**src/rtl/uart_pkg.sv**
```systemverilog
// Shared constants for the UART receive path: default widths and the
// bit positions of the CPU-visible status word.
package uart_pkg;

  localparam int UART_DATA_W = 8;
  localparam int UART_BUS_W  = 32;

  localparam int ST_EMPTY   = 0;
  localparam int ST_FULL    = 1;
  localparam int ST_OVR     = 2;
  localparam int ST_CNT_LSB = 8;

endpackage

```
**src/rtl/uart_fifo_mem.sv**
```systemverilog
// Storage array for the receive FIFO: synchronous write, asynchronous read.
// Deliberately unreset so it can map onto distributed/LUT RAM.
module uart_fifo_mem import uart_pkg::*; #(
  parameter int DATA_WIDTH = UART_DATA_W,
  parameter int DEPTH      = 8,
  parameter int AW         = $clog2(DEPTH)
) (
  input  logic                  clk,
  input  logic                  we_i,
  input  logic [AW-1:0]         waddr_i,
  input  logic [DATA_WIDTH-1:0] wdata_i,
  input  logic [AW-1:0]         raddr_i,
  output logic [DATA_WIDTH-1:0] rdata_o
);

  logic [DATA_WIDTH-1:0] mem_q [DEPTH];

  // Write port
  always_ff @(posedge clk) begin
    if (we_i) begin
      mem_q[waddr_i] <= wdata_i;
    end
  end

  assign rdata_o = mem_q[raddr_i];

endmodule

```
**src/rtl/uart_rx_fifo.sv**
```systemverilog
// Receive-byte FIFO between the UART receiver and the CPU load path.
// Build option UART_RX_EDGE_DETECT_EN: treat rx_valid as a level and push on its rising edge only.
module uart_rx_fifo import uart_pkg::*; #(
  parameter int DATA_WIDTH = UART_DATA_W,
  parameter int DEPTH      = 8,
  parameter int BUS_WIDTH  = UART_BUS_W
) (
  input  logic                  clk,
  input  logic                  rst,
  input  logic [DATA_WIDTH-1:0] rx_data,
  input  logic                  rx_valid,
  input  logic                  rd_sel,
  input  logic                  clr_overrun,
  output logic [BUS_WIDTH-1:0]  rd_data,
  output logic [BUS_WIDTH-1:0]  status,
  output logic                  empty,
  output logic                  full,
  output logic                  overrun
);

  localparam int AW = $clog2(DEPTH);
  localparam int CW = AW + 1;

  logic [AW-1:0]         wr_ptr_q, wr_ptr_d;
  logic [AW-1:0]         rd_ptr_q, rd_ptr_d;
  logic [CW-1:0]         count_q, count_d;
  logic                  overrun_q, overrun_d;
  logic                  push_try_s, push_ok_s, pop_ok_s;
  logic [DATA_WIDTH-1:0] mem_rdata_s;

`ifdef UART_RX_EDGE_DETECT_EN
  logic rx_valid_q;

  // Previous rx_valid level for rising-edge detection
  always_ff @(posedge clk or posedge rst) begin
    if (rst) begin
      rx_valid_q <= 1'b0;
    end else begin
      rx_valid_q <= rx_valid;
    end
  end

  assign push_try_s = rx_valid & ~rx_valid_q;
`else
  assign push_try_s = rx_valid;
`endif

  assign empty = (count_q == CW'(0));
  assign full  = (count_q == CW'(DEPTH));

  // Accept decisions and next-state for pointers, count and sticky overrun
  always_comb begin
    pop_ok_s  = rd_sel & ~empty;
    // A pop in the same cycle frees the slot, so a full FIFO still takes the byte
    push_ok_s = push_try_s & (~full | pop_ok_s);
    wr_ptr_d  = wr_ptr_q;
    rd_ptr_d  = rd_ptr_q;
    count_d   = count_q;
    overrun_d = overrun_q;
    if (push_ok_s) begin
      wr_ptr_d = wr_ptr_q + AW'(1);
    end else begin
      wr_ptr_d = wr_ptr_q;
    end
    if (pop_ok_s) begin
      rd_ptr_d = rd_ptr_q + AW'(1);
    end else begin
      rd_ptr_d = rd_ptr_q;
    end
    case ({push_ok_s, pop_ok_s})
      2'b10:   count_d = count_q + CW'(1);
      2'b01:   count_d = count_q - CW'(1);
      default: count_d = count_q;
    endcase
    // Set dominates clear so a drop is never lost to a coincident clear
    if (push_try_s & ~push_ok_s) begin
      overrun_d = 1'b1;
    end else if (clr_overrun) begin
      overrun_d = 1'b0;
    end else begin
      overrun_d = overrun_q;
    end
  end

  // Pointer, count and flag registers
  always_ff @(posedge clk or posedge rst) begin
    if (rst) begin
      wr_ptr_q  <= '0;
      rd_ptr_q  <= '0;
      count_q   <= '0;
      overrun_q <= 1'b0;
    end else begin
      wr_ptr_q  <= wr_ptr_d;
      rd_ptr_q  <= rd_ptr_d;
      count_q   <= count_d;
      overrun_q <= overrun_d;
    end
  end

  uart_fifo_mem #(
    .DATA_WIDTH (DATA_WIDTH),
    .DEPTH      (DEPTH),
    .AW         (AW)
  ) u_mem (
    .clk     (clk),
    .we_i    (push_ok_s),
    .waddr_i (wr_ptr_q),
    .wdata_i (rx_data),
    .raddr_i (rd_ptr_q),
    .rdata_o (mem_rdata_s)
  );

  assign overrun = overrun_q;

  // CPU-visible data and status words
  always_comb begin
    rd_data = '0;
    status  = '0;
    if (!empty) begin
      rd_data[DATA_WIDTH-1:0] = mem_rdata_s;
    end else begin
      rd_data = '0;
    end
    status[ST_EMPTY]           = empty;
    status[ST_FULL]            = full;
    status[ST_OVR]             = overrun_q;
    status[ST_CNT_LSB +: CW]   = count_q;
  end

endmodule
```
**config.mk**
```make
export PLATFORM = sky130hd
export DESIGN_NAME = uart_rx_fifo
export DESIGN_NICKNAME = d
export VERILOG_FILES = /design/src/rtl/uart_pkg.sv /design/src/rtl/uart_fifo_mem.sv /design/src/rtl/uart_rx_fifo.sv
export SDC_FILE = /design/constraint.sdc
export NUM_CORES = 1
export LEC_CHECK = 0
export BUFFER_PORTS_ARGS = -buffer_cell sky130_fd_sc_hd__buf_2
export CAP_MARGIN = 5
export CORE_ASPECT_RATIO = 1.1
export CORE_MARGIN = 2
export CORE_UTILIZATION = 40
export CTS_CLUSTER_DIAMETER = 80
export DETAILED_ROUTE_END_ITERATION = 12
export PLACE_DENSITY_LB_ADDON = 0.05
export SLEW_MARGIN = 0
export SYNTH_ARGS = -nofsm -noshare
export SYNTH_HDL_FRONTEND = slang
export SYNTH_HIERARCHICAL = 1
export SYNTH_SLANG_ARGS = --single-unit
```
**constraint.sdc**
```tcl
create_clock -name clk -period 3.2 [get_ports clk]
set_input_delay 0.48 -clock clk [delete_from_list [all_inputs] [get_ports clk]]
set_output_delay 0.48 -clock clk [all_outputs]
set_load 0.01 [all_outputs]
```
==> metrics.cfg <==
[synthesis]
async_flop_share_pct = 14.7
netlist-cell-type-count = 38
synth_edf_count = 64
yosys_warnings = 6
synth_area_um2 = 3630
syn_avg_cell_area_um2 = 16.3
ys_ff_latch = 75
synth_ff_type = edfxtp_1
ys_seq_area_share_pct = 60.4
synthCells = 223

[clocking]
clkTransAtPathRegs_ns = 0.07
cts_buffer_depth = 2
post-cts-setup-buffers = 0
clkLatencyLatePin_ns = 0.34
numCtsBuffers = 9
cts_num_sinks = 75
h-tree-depth = 3
cts-resized-gates = 0
clock-root-buffer = clkbuf_8
holdBufCountCts = 0
cts_tree = built

[routing]
route.antenna.remaining_nets = 0
viasPerCell = 4.56
dr_total_vias = 1751
drt-wirelength-per-cell_um = 16.1
first_pass_iters = 4
drt_iter0_drc = 59
drc = 0
drt_wl_total_um = 6190

[timing]
max_freq_ghz = 0.366
setup_tns_ns = 0
fin_crit_ns = 2.73
rsz0062_at_grt = false
fin_skew_ns = 0.00459
slew_headroom_pct = 63.7
worst_pin_slew_ns = 0.545
finalHoldViolCount = 0
slew_violations = 0
postLayoutSetupSlackWorst_ns = 0.468
whs_ns = 0.129
min_period_over_period_pct = 85.4
finalSetupViolations = 0

[setup_path]
cp-startpoint = rd_ptr_q[0]
crit_arrival_ns = 2.25
cp_data_required_time_ns = 2.72
r2r_slack_ns = 0.48
end_kind = output port
r2r_cells = 9
critPathKind = reg2out
crit_chain = buf_12 > mux4_1 > mux2_2 > and2b_1 > buf_2
critPathMaxStageDelay_ns = 0.59
critical_path_depth = 5
setup.worst_path.start_class = flip-flop
crit_end = rd_data[3]
r2r_end = count_q[3]
cp_top_family = multiplexers
worstPathMaxFanout = 12
crit-reg2reg-launch = count_q[1]
critPathBufInv = 2
cp_slowest_cell = dfrtp_1

[final_layout]
n_fill_cell = 791
final_cell_count_no_fill = 384
regArea_um2 = 2200
nNetsFinal = 282
multi_input_area_um2 = 1140
areaGrowthSynthToFinish_pct = 8.61
drive_above_1_share_pct = 27.5

[placement]
place_ws_ns = 0.473
io_buffers = 30
dp.cells = 367
gp_congestion = 0.648
dp_hpwl_um = 3990

[die]
die-width_um = 94.9
top_level_ports = 80
core_region_area_um2 = 8830
rows = 36
die_area_um2 = 9870
die_h_um = 104
start_util_pct = 41.2

[status]
status = finished, final reports clean

[global_route]
grt_pass1_vias = 1646
grt_max_degree = 14
antenna_found_initial = 1
grt-ovfl-total = 0
grt_first_pass_wirelength_um = 9230
track_usage_pct = 13.3

[pwr]
ir_drop_mv = 0.327
p_leak_nw = 1.58
power_density_nw_per_um2 = 833

[job]
cap_violations = 0

[worst_hold_path]
holdCritPathClass = in2async

[final cells by class]
class	instances	share of cell area, %
Tap cell	114	3.61
Multi-Input combinational cell	130	28.9
Clock buffer	10	3.23
Clock inverter	6	1.65
Inverter	7	0.666
Sequential cell	75	55.7
Antenna cell	1	0.0634
Timing Repair Buffer	41	6.21
[cells in the mapped netlist, drive strengths merged, types with 2 or more instances]
| cell type | n | area, µm² |
|---|---|---|
| edfxtp | 64 | 1920 |
| buf | 58 | 447 |
| mux4 | 16 | 417 |
| dfrtp | 11 | 275 |
| mux2 | 11 | 128 |
| nor2 | 9 | 33.8 |
| inv | 7 | 26.3 |
| nor2b | 7 | 43.8 |
| ha | 4 | 50.1 |
| nand2 | 4 | 15.0 |
| xnor2 | 4 | 35.0 |
| nand2b | 3 | 18.8 |
| xor2 | 3 | 26.3 |
| and2b | 2 | 15.0 |
| nor3 | 2 | 10.0 |
| or2 | 2 | 12.5 |
[sequential cells by signal, summed over array words and instances (netlist names)]
register,count
u_mem/mem_q,64
count_q,4
rd_ptr_q,3
wr_ptr_q,3
overrun,1
[cell families after synthesis]
logic type	count (synthesis)	share of synthesized area, %
xor+xnor	7	1.69
simple gates	31	4.44
mux	28	15.2
flops	75	60.4
compound gates	10	3.03
other cells	1	0.103
buf+inv	66	13.1
fa+ha+maj	5	1.93
[placed cells by master (no fill, tap or decap), types with 2 or more instances in the layout]
| cell | instances |
|---|---|
| clkbuf_8 | 9 |
| buf_2 | 30 |
| inv_1 | 7 |
| edfxtp_1 | 64 |
| ha_1 | 4 |
| nor2b_1 | 7 |
| or2_2 | 2 |
| buf_4 | 10 |
| nor3_1 | 2 |
| xor2_1 | 3 |
| clkinv_2 | 2 |
| nand2b_1 | 3 |
| and2b_1 | 2 |
| nor2_1 | 9 |
| xnor2_1 | 4 |
| conb_1 | 49 |
| dfrtp_1 | 11 |
| mux4_1 | 15 |
| mux2_2 | 10 |
| nand2_1 | 4 |
[layer usage]
layer / share of wire [%] / vias up / GRT usage, %
met1: 46 / 867 / 17.8
li1: - / 815 / -
met2: 48 / 60 / 20.5
met3: 4.2 / 9 / 2.61
met5: 0 / - / 0
met4: 1.6 / 0 / 6.83
[where the power goes]
group          internal (mW)  switching (mW)
registers               1.25           0.159
logic                  0.621           0.549
clock network          0.362           0.343
total                   2.24            1.05
[how the worst min path moves through the flow]
stage                startpoint          end  depth (start not counted)
floorplan                   rst   count_q[0]                          1
global placement    wr_ptr_q[2]  wr_ptr_q[2]                          1
detailed placement  wr_ptr_q[2]  wr_ptr_q[2]                          1
CTS                         rst  wr_ptr_q[2]                          2
global route                rst   count_q[3]                          2
finish                      rst  wr_ptr_q[1]                          2
[per-stage QoR]
stage | power (mW) | utilization, % | cell area, µm²
finish | 3.29 | 44.7 | 3950
global route | 3.51 | 44.7 | 3950
CTS | 3.35 | 44.7 | 3950
detailed placement | 2.64 | 42.5 | 3750
global placement | 2.63 | 42.5 | 3750
floorplan | 2.32 | - | 3810
Power figures use the tool's default switching activity.
